$ cat config.mk
export PLATFORM = sky130hd
export DESIGN_NAME = alu_ctrl_seq
export DESIGN_NICKNAME = d
export VERILOG_FILES = /design/src/rtl/alu_ctrl_seq.sv
export SDC_FILE = /design/constraint.sdc
export NUM_CORES = 1
export LEC_CHECK = 0
export ABC_AREA = 1
export ABC_CLOCK_PERIOD_IN_PS = 2500
export CAP_MARGIN = 5
export CORE_MARGIN = 10
export CORE_UTILIZATION = 55
export CTS_CLUSTER_SIZE = 28
export DETAILED_ROUTE_END_ITERATION = 16
export PLACE_DENSITY = 0.87
export SLEW_MARGIN = 20
export SYNTH_ARGS = -nofsm -noshare
export SYNTH_HDL_FRONTEND = slang
export SYNTH_SLANG_ARGS = --single-unit
$ cat constraint.sdc
create_clock -name clk -period 2.5 [get_ports clk]
set_input_delay 0.25 -clock clk [delete_from_list [all_inputs] [get_ports clk]]
set_output_delay 0.25 -clock clk [all_outputs]
set_load 0.02 [all_outputs]
$ cat src/rtl/alu_ctrl_seq.sv
// Multi-cycle control sequencer for the datapath ALU: fetches 9-bit instructions,
// decodes ALU commands and write strobes, sequences data-memory requests and owns the pc.
module alu_ctrl_seq #(
    parameter int unsigned PW = 10
) (
    input  logic          clk,
    input  logic          reset,
    input  logic          start,
    input  logic [8:0]    instr,
    input  logic          alu_rslt0,
    input  logic          mem_ack,
    output logic [PW-1:0] pc,
    output logic [3:0]    alu_cmd,
    output logic [2:0]    rf_addr,
    output logic          acc_we,
    output logic          rf_we,
    output logic          mem_req,
    output logic          mem_we,
    output logic          done,
    output logic          illegal
);

    typedef enum logic [2:0] {
        StIdle,
        StFetch,
        StExec,
        StMem,
        StHalt
    } state_e;

    localparam logic [3:0] OpNop  = 4'h0;
    localparam logic [3:0] OpXor  = 4'h1;
    localparam logic [3:0] OpBne  = 4'h2;
    localparam logic [3:0] OpAdd  = 4'h3;
    localparam logic [3:0] OpLsh  = 4'h4;
    localparam logic [3:0] OpRsh  = 4'h5;
    localparam logic [3:0] OpMov  = 4'h6;
    localparam logic [3:0] OpPar  = 4'h7;
    localparam logic [3:0] OpLd   = 4'h8;
    localparam logic [3:0] OpSt   = 4'h9;
    localparam logic [3:0] OpHalt = 4'hF;

    localparam logic [3:0] CmdXor  = 4'd1;
    localparam logic [3:0] CmdBne  = 4'd2;
    localparam logic [3:0] CmdAdd  = 4'd3;
    localparam logic [3:0] CmdLsh  = 4'd4;
    localparam logic [3:0] CmdRsh  = 4'd5;
    localparam logic [3:0] CmdPass = 4'd7;
    localparam logic [3:0] CmdPar  = 4'd8;

    localparam logic [PW-1:0] PcOne = PW'(1);

    state_e        state_q, state_d;
    logic [PW-1:0] pc_q, pc_d;
    logic [8:0]    ir_q, ir_d;

    logic [3:0]    op;
    logic [3:0]    fetch_op;
    logic [PW-1:0] br_offset;

    assign op        = ir_q[8:5];
    assign fetch_op  = instr[8:5];
    // Branch offset is the 5-bit operand sign-extended to pc width; the add wraps mod 2^PW.
    assign br_offset = {{(PW - 5){ir_q[4]}}, ir_q[4:0]};

    // State, pc and instruction registers with synchronous reset.
    always_ff @(posedge clk) begin
        if (reset) begin
            state_q <= StIdle;
            pc_q    <= '0;
            ir_q    <= '0;
        end else begin
            state_q <= state_d;
            pc_q    <= pc_d;
            ir_q    <= ir_d;
        end
    end

    // Next-state, pc and ir update.
    always_comb begin
        state_d = state_q;
        pc_d    = pc_q;
        ir_d    = ir_q;
        case (state_q)
            StIdle, StHalt: begin
                if (start) begin
                    state_d = StFetch;
                    pc_d    = '0;
                end
            end
            StFetch: begin
                ir_d    = instr;
                state_d = (fetch_op == OpLd || fetch_op == OpSt) ? StMem : StExec;
            end
            StExec: begin
                if (op == OpHalt) begin
                    state_d = StHalt;
                end else begin
                    state_d = StFetch;
                    if (op == OpBne && alu_rslt0) begin
                        pc_d = pc_q + br_offset;
                    end else begin
                        pc_d = pc_q + PcOne;
                    end
                end
            end
            StMem: begin
                if (mem_ack) begin
                    state_d = StFetch;
                    pc_d    = pc_q + PcOne;
                end
            end
            default: state_d = StIdle;
        endcase
    end

    // Output decode from state and ir; quiescent outside EXEC/MEM.
    always_comb begin
        alu_cmd = CmdPass;
        rf_addr = ir_q[2:0];
        acc_we  = 1'b0;
        rf_we   = 1'b0;
        mem_req = 1'b0;
        mem_we  = 1'b0;
        illegal = 1'b0;
        done    = (state_q == StHalt);
        case (state_q)
            StExec: begin
                case (op)
                    OpNop:  alu_cmd = CmdPass;
                    OpXor:  begin alu_cmd = CmdXor; acc_we = 1'b1; end
                    OpBne:  alu_cmd = CmdBne;
                    OpAdd:  begin alu_cmd = CmdAdd; acc_we = 1'b1; end
                    OpLsh:  begin alu_cmd = CmdLsh; acc_we = 1'b1; end
                    OpRsh:  begin alu_cmd = CmdRsh; acc_we = 1'b1; end
                    OpMov:  begin alu_cmd = CmdPass; rf_we = 1'b1; end
                    OpPar:  begin alu_cmd = CmdPar; acc_we = 1'b1; end
                    // LD/ST never reach EXEC; HALT only changes state.
                    OpLd, OpSt, OpHalt: alu_cmd = CmdPass;
                    default: illegal = 1'b1;
                endcase
            end
            StMem: begin
                mem_req = 1'b1;
                mem_we  = (op == OpSt);
                acc_we  = (op == OpLd) && mem_ack;
            end
            default: ;
        endcase
    end

    assign pc = pc_q;

endmodule

==> results summary <==
The run finished with clean final reports. The hold violation total from the final report came out at 0. The effective utilization at floorplan is 56.5%. The first-pass iteration count of the detailed router is 4. The met2 layer wire length in the routed design is about 2.4 mm. The uppermost layer routed is met4. Counting every net in the synthesized netlist gives about 320. The share of synthesized flip-flops with an asynchronous set or reset is 0%.

The synthesized design spends more area on one cell type than any other, namely dfxtp_1. The count of yosys warnings during synthesis came out at 0. The areal power density over the cells is roughly 500 mW/mm2.

For the worst setup path, the data arrival time is around 2100 ps. The final setup skew came out at just over 10 ps. The fill cell instance count of the final layout is between 300 and 400. The class of the most critical hold timing path is in2reg. The amount of wire on met3 after detailed routing is around 300 um.

The total length of routed wires is about 5.1 mm. By count the netlist is led by nand2_1 (75), inv_1 (37), a21oi_1 (32). Following the worst setup path forward leads to its endpoint at acc_we. The first global-routing pass estimated around 8.6 mm of wire. Setup repair after global routing left no endpoint under its margin. Headroom to the max-slew limit came out at 68.2%. The number of antenna diodes in the final layout is 0. The standby leakage power is around 0.00096 uW. The total DRC errors in the routed layout came out at 0. Dividing the detail-routed wire length by the instance count gives 13.6 um. The detailed placer's ending HPWL came out at slightly below 4 mm. Clock tree synthesis found a total of 22 sinks. The total area of multi-input combinational cells came out at approximately 0.0012 mm2. The final layout contains roughly 360 nets. The initial antenna violation count came out at 0.

Tracing the worst setup path back leads to its startpoint at state_q[2]. CTS built an H-tree with a depth of 1. In this run the critical register-to-register path is captured at pc[8]. The clock latency at the later pin of the worst-skew pair came out at 320 ps.

After global routing the overflow that remains totals 0. The area of the core came out at between 0.003 and 0.004 mm2. Once layout is complete, the utilization of the core stands at between 60% and 70%. The floorplan die width is slightly below 80 um. The final setup violation count is 0. For the final routed database, the setup TNS stands at 0 ps.

The clock-pin slew reported for the worst setup and hold paths after clock tree synthesis is approximately 130 ps. Yosys instantiated no cell more often than nand2_1. The register-to-register path setup slack came out at between 600 and 700 ps. The detailed-route vias per instance came out at about 5.4.

The register area share after synthesis came out at 23.6%. At the end of routability-driven placement, the weighted congestion stood at 0.892. The count of hold-fix buffers inserted at cts is 0. The max-capacitance violation count is 0. In the post-route analysis, the smallest setup slack over all paths is ~120 ps.

By area the synthesized netlist is led by dfxtp_1 (24%), nand2_1 (15%), a21oi_1 (8.6%), inv_1 (7.4%), ha_1 (6.7%). Counting cells, the worst reg-to-reg path comes to 12. For the worst setup path, the data required time is about 2300 ps. The vertical extent of the die is around 78 um. The number of non-filler instances in the completed layout came out at about 380.

The largest vdd supply drop is roughly 0.00033 V. Averaged over all synthesized cells, the footprint is 6.29 um2. The via count of the first global-routing pass came out at about 2,000. The count of distinct cell types in the synthesized netlist is 36.

The type of the setup path with the least slack is reg2out. The number of rows in the core area is 21. The beginning of the worst register-to-register path is pc[0].

The time the final worst path needs with I/O delays and setup came out at roughly 2400 ps. The met1 routed wirelength after detailed routing is 2.28 mm. The routed layout has about 2,000 vias. The first routing iteration left between 200 and 250 violations. The number of placed instances, taps included, is 370.

The largest net degree at the start of global routing is 18. The worst setup path is captured at a primary output. The number of pins with negative max-slew slack in the final report came to 0.

The area of the mapped netlist is 0.00187 mm2. The synthesized flop and latch total is 22. The growth of design area from synthesis to finish came out at 21.6%. For the pin with the worst max-slew slack, the measured transition is around 480 ps. The number of cells produced by synthesis came out at around 300. The startpoint kind of the worst setup timing path is a flop.

The synthesized design devotes to its leading area cell type a little under a quarter of total area. The register area is about 440 um2. The floorplan step defined a die boundary enclosing approximately 0.0061 mm2. The total routing resource utilization after global routing came out at approximately 16%. The share of cells above drive strength 1 came out at 6.69%. The library cell used as clock root buffer is clkbuf_4. The number of flops mapped to enable cells by yosys came out at 0. The number of buffers on the longest clock path came out at 2. Among all flip-flop cells after synthesis, the most frequent one is dfxtp_1. TritonCTS built the clock tree. Along the worst path, the maximum fanout reaches 8. The number of buffers added by the clock tree synthesis step came out at 3.

The total I/O pin count is 37. Derived from the worst setup path, the maximum achievable clock frequency is 420 MHz. The number of port buffers came out at 36. The post-route clock period utilization is approximately 95%. The worst setup slack before clock tree synthesis is between 300 and 400 ps. The count of cells along the worst hold path is 3. The residual antenna-violating net count after detailed routing is 0.
[flip-flops by register name, summed over array words and instances, names as in the netlist]
name and cells:
pc 10, ir_q 9, state_q 3
[logic make-up after synthesis]
kind of cell,Yosys count,synth area share (%)
flops,22,23.6
buf+inv,51,11.6
xor+xnor,6,2.81
fa+ha+maj,11,7.76
compound gates,67,20.2
simple gates,140,34.1
[layer usage]
layer | track usage [%] | vias to the layer above
met1 | 19.3 | 913
met2 | 27.1 | 71
met5 | 0 | -
met3 | 4.33 | 11
met4 | 6.63 | 0
li1 | - | 1042
[worst max-delay path, stage by stage (launching register included)]
cell and delay [ps]:
dfxtp_1 340, inv_2 70, nand2_2 110, nor2_4 150
inv_1 160, o41ai_1 310, clkdlybuf4s50_1 670
[power by group]
part | leakage, uW | internal, uW | switching [uW] | total (uW)
Clock | 0.0000138 | 56.5 | 112 | 169
Combinational | 0.000764 | 195 | 286 | 481
Sequential | 0.000181 | 394 | 72.5 | 466
Total | 0.000959 | 646 | 471 | 1120
[stage by stage]
| step | hold slack, ps | power (uW) | area (um2) |
|---|---|---|---|
| after floorplan | 394 | 792 | 1870 |
| after global placement | 464 | 934 | 2230 |
| after detailed placement | 468 | 945 | 2230 |
| after CTS | 486 | 1110 | 2250 |
| after global routing | 499 | 1190 | 2270 |
| final | 485 | 1120 | 2270 |
[how the worst min path moves through the flow]
stage | from | endpoint | slack, ps
after floorplan | instr[3] | ir_q[3] | 390
after global placement | state_q[2] | state_q[2] | 460
after detailed placement | state_q[2] | state_q[2] | 470
after CTS | state_q[2] | state_q[2] | 490
after global routing | instr[0] | ir_q[0] | 500
final | instr[2] | ir_q[2] | 480
[final cells by class]
| class | instances | share of cell area, % |
|---|---|---|
| multi-input cells | 224 | 53.4 |
| clock buffers | 3 | 0.991 |
| inverters | 41 | 6.77 |
| flip-flops and latches | 22 | 19.4 |
| well taps | 46 | 2.53 |
| repair buffers | 39 | 17.0 |
[cell usage in the layout (no fill, tap or decap), types with 2 or more instances in the layout]
cell type        instances
o211ai_1                 4
nand2_2                  3
nor3_1                   2
a21oi_1                 32
buf_4                    3
xor2_1                   6
nand4_1                  4
dfxtp_1                 22
inv_2                    4
nor2_4                   4
nor2_1                  25
o21bai_1                 2
inv_1                   37
nor4_1                   2
o31ai_1                  2
o21ai_1                  9
ha_1                    10
o21ai_0                 10
a31oi_1                  2
nand2_1                 75
clkdlybuf4s50_1         35
nand3_1                 21
clkbuf_4                 3
[what timing repair did]
item / 4_1_cts / 5_1_grt
resized for setup: 0 / 1
hold endpoints to repair: 0 / 0
buffers inserted: 0 / 2
endpoints found under the setup margin: 0 / 3
(Power assumes the default switching activity.)
